[src/rtl/operation5_pkg.sv]
// Shared constants and types for the operation-5 shifter datapath.
package operation5_pkg;
    localparam int DATA_W  = 6;
    localparam int DIGIT_W = 4;

    typedef logic [DIGIT_W-1:0] digit_t;

    localparam logic DIR_LEFT  = 1'b0;
    localparam logic DIR_RIGHT = 1'b1;
endpackage

[src/rtl/barrel_shift6.sv]
// Combinational 6-bit logical barrel shifter, stages of 1, 2 and 4, zero fill.
module barrel_shift6
    import operation5_pkg::*;
(
    input  logic [DATA_W-1:0] data,
    input  logic [2:0]        amt,
    input  logic              dir,
    output logic [DATA_W-1:0] result
);
    logic [DATA_W-1:0] s1, s2;

    // Amounts of 6 and 7 push every bit out through the zero fill.
    always_comb begin
        s1 = data;
        if (amt[0]) s1 = (dir == DIR_RIGHT) ? (data >> 1) : (data << 1);
        s2 = s1;
        if (amt[1]) s2 = (dir == DIR_RIGHT) ? (s1 >> 2) : (s1 << 2);
        result = s2;
        if (amt[2]) result = (dir == DIR_RIGHT) ? (s2 >> 4) : (s2 << 4);
    end
endmodule

[src/rtl/operation5_shifter.sv]
// Registered 6-bit logical shifter; each result bit is presented as a 4-bit digit code.
module operation5_shifter
    import operation5_pkg::*;
#(
    parameter int DATA_W  = 6,
    parameter int DIGIT_W = 4
) (
    input  logic               clk,
    input  logic               rst_n,
    input  logic               direction,
    input  logic [DATA_W-1:0]  X,
    input  logic [2:0]         shamt,
    output logic [DIGIT_W-1:0] d1,
    output logic [DIGIT_W-1:0] d2,
    output logic [DIGIT_W-1:0] d3,
    output logic [DIGIT_W-1:0] d4,
    output logic [DIGIT_W-1:0] d5,
    output logic [DIGIT_W-1:0] d6
);
    logic [DATA_W-1:0]  r;
    logic [DIGIT_W-1:0] dig_q [DATA_W];

    barrel_shift6 u_shift (
        .data   (X),
        .amt    (shamt),
        .dir    (direction),
        .result (r)
    );

    // dig_q[i] holds the digit for result bit i; all digits load on the same edge.
    always_ff @(posedge clk) begin
        for (int i = 0; i < DATA_W; i++) begin
            if (!rst_n) dig_q[i] <= '0;
            else        dig_q[i] <= {{(DIGIT_W-1){1'b0}}, r[i]};
        end
    end

    assign d1 = dig_q[5];
    assign d2 = dig_q[4];
    assign d3 = dig_q[3];
    assign d4 = dig_q[2];
    assign d5 = dig_q[1];
    assign d6 = dig_q[0];
endmodule

[config.mk]
export PLATFORM = sky130hd
export DESIGN_NAME = operation5_shifter
export DESIGN_NICKNAME = d
export VERILOG_FILES = /design/src/rtl/operation5_pkg.sv /design/src/rtl/barrel_shift6.sv /design/src/rtl/operation5_shifter.sv
export SDC_FILE = /design/constraint.sdc
export NUM_CORES = 1
export LEC_CHECK = 0
export ABC_AREA = 1
export CAP_MARGIN = 15
export CORE_MARGIN = 2
export CORE_UTILIZATION = 41
export CTS_BUF_LIST = sky130_fd_sc_hd__clkbuf_4
export DETAILED_ROUTE_END_ITERATION = 6
export PLACE_DENSITY = 0.94
export SKIP_CTS_REPAIR_TIMING = 1
export SLEW_MARGIN = 10
export SYNTH_ARGS = -nofsm -noshare
export SYNTH_HDL_FRONTEND = slang
export SYNTH_SLANG_ARGS = --single-unit
export TNS_END_PERCENT = 30
[constraint.sdc]
create_clock -name clk -period 2.57 [get_ports clk]
set_input_delay 0.514 -clock clk [delete_from_list [all_inputs] [get_ports clk]]
set_output_delay 0.514 -clock clk [all_outputs]
set_load 0.05 [all_outputs]
==> results.toml <==
[critical_path]
slowest_stage = "clkdlybuf4s50_1"
required_ps = 2060
endpoint_kind = "primary output"
worst-path-buf-inv = 1
worstSetupPathType = "reg -> out"
slowest_delay_ps = 790
cp.arrival_ps = 1330
crit_chain = "clkdlybuf4s50_1"
critPathTopFamily = "buffers and inverters"
cp_max_fo = 1
critPathLaunchType = "flip-flop"

[die]
core-area_mm2 = 0.00133
fp-row-count = 13
chipHeight_um = 42.4
dieArea_mm2 = 0.00179
boundaryPins = 36
initial_core_util_pct = 45.2
die_x_um = 42.4

[global_route]
track_usage_pct = 13.0
antenna_found_initial = 0
grt_pass1_wl_mm = 1.87
overflow = 0
grt_max_degree = 13
grt_pass1_vias = 464

[place]
dpl.hpwl_um = 997
portBuffers = 17
dpl-instance-area_um2 = 698
gp_congestion = 0.884

[sta]
hold_ws_ps = 968
slew_violations = 0
finalSetupViolCount = 0
fmax_mhz = 542
relSlewSlack_pct = 66.8
finalHoldViolations = 0
tns_ps = 0
post-route-period-util_pct = 71.8
tightest_slew_ps = 496
rsz0062_at_grt = "false"
period_needed_ps = 1850

[power]
powerDensity_mw_per_mm2 = 469
p_seq_share_pct = 29.6
p_leak_uw = 0.000395
internal-power_uw = 193
vdd_drop_max_uv = 161
switching_share_pct = 43.1
p_sw_uw = 146
clkPwrFrac_pct = 24.2
p_comb_share_pct = 46.2

[clock_tree]
cts.path.max_buffers = 2
numCtsBuffers = 3
cts_tree = "built"
clkTransAtPathRegs_ps = 40
root_buffer = "clkbuf_4"
h-tree-depth = 1
clock_sinks = 6

[drt]
via_count = 595
dr.pass1.iters = 4
drtAntennaViolNets = 0
drt_iter0_markers = 19
drcViolationCount = 0
wl_per_cell_um = 9.05
vias_per_cell = 4.58
drt-total-wl_mm = 1.18

[synth]
synth-edff-count = 0
ys_ff_latch = 6
synth_ff_type = "dfxtp_1"
ys_types = 15
synthArstFlopShare_pct = 0
synth.top_cell.area_share_pct = 22.4
synth_warnings = 0
synth.avg_cell_area_um2 = 6.15
synth_area_um2 = 603
ys_seq_area_share_pct = 19.9
synthCells = 98
yosys.area.top_type = "buf_4"
netlist_top_cells_area = "buf_4, dfxtp_1, nand2_1"

[run_status]
status = "complete, no violations"

[hold_path]
min_to = "dig_q[0][1]$_DFF_P_"
hold_depth = 5
holdCritStartpoint = "rst_n"
hold_class = "in -> reg"

[cells_and_area]
num-fill-cells = 139
fin_area_um2 = 721
final_layout_size_suffix_gt1_share_pct = 7.83
area_delta_synth_final_pct = 19.5
num_antenna_cells = 0
top_register = "dig_q"
fin_nets = 129
largestRegisters = "dig_q (6)"
largest_register_ffs = 6

[job]
cap_violations = 0
-- cell families (layout without fill, tap and decap cells) --
logic type      after synthesis  count (layout)  share of synthesized area, %
simple gates                 59              59                          44.6
flops                         6               6                          19.9
other cells                   1              18                         0.622
compound gates                2               2                          2.07
buf+inv                      30              30                          32.8
-- Yosys cell counts, types with 2 or more instances --
cell type	n
nor2_1	5
buf_4	18
dfxtp_1	6
inv_1	9
buf_6	2
or2_2	2
or2_4	2
nand2_1	29
nand3_1	19
-- per-layer routing --
layer / share of wire (%) / vias to the layer above / GRT usage (%)
li1: - / 310 / -
met1: 41 / 253 / 15.3
met2: 48 / 32 / 22.5
met3: 11 / 0 / 3.88
met4: 0 / 0 / 3.75
met5: 0 / - / 0
-- power groups by stage --
stage          registers [uW]  clock network [uW]  logic [uW]
2_1_floorplan             122                   0         122
4_1_cts                   100                84.4         155
5_1_grt                   100                90.7         167
3_5_place_dp              102                   0         155
6_report                  100                81.9         156
3_3_place_gp              102                   0         154
-- how the worst max path moves through the flow --
stage,startpoint,to,depth (start not counted)
after floorplan,shamt[0],dig_q[1][1]$_DFF_P_,6
after global placement,shamt[0],dig_q[0][0]$_DFF_P_,6
after detailed placement,shamt[0],dig_q[0][0]$_DFF_P_,6
after CTS,dig_q[0][1]$_DFF_P_,d5[0],1
after global routing,dig_q[0][1]$_DFF_P_,d5[0],1
final,dig_q[0][0]$_DFF_P_,d6[0],1
-- through the flow --
step	std cells	total power, uW	util [%]	worst slack [ps]
6_report	130	338	54.0	725
5_1_grt	130	358	54.0	685
4_1_cts	130	340	54.0	714
3_5_place_dp	127	257	52.3	686
3_3_place_gp	127	256	52.3	710
2_1_floorplan	115	244	-	1370
-- cell usage in the layout, fill, tap and decap left out, drive strengths merged --
| master | n |
|---|---|
| a21oi | 1 |
| clkbuf | 3 |
| clkdlybuf4s50 | 17 |
| conb | 18 |
| dfxtp | 6 |
| inv | 10 |
| nand2 | 29 |
| nand3 | 20 |
| nand4 | 1 |
| nor2 | 5 |
| o211ai | 1 |
| or2 | 4 |
-- area by class of cell --
cell class,instances,area [um2],share of cell area [%]
clock buffer,3,22.5,3.13
timing repair buffer,17,170,23.6
inverter,10,40.0,5.56
multi-input combinational,79,349,48.4
sequential,6,120,16.7
tap,15,18.8,2.60
No activity file was read; power rests on OpenSTA's default activity.
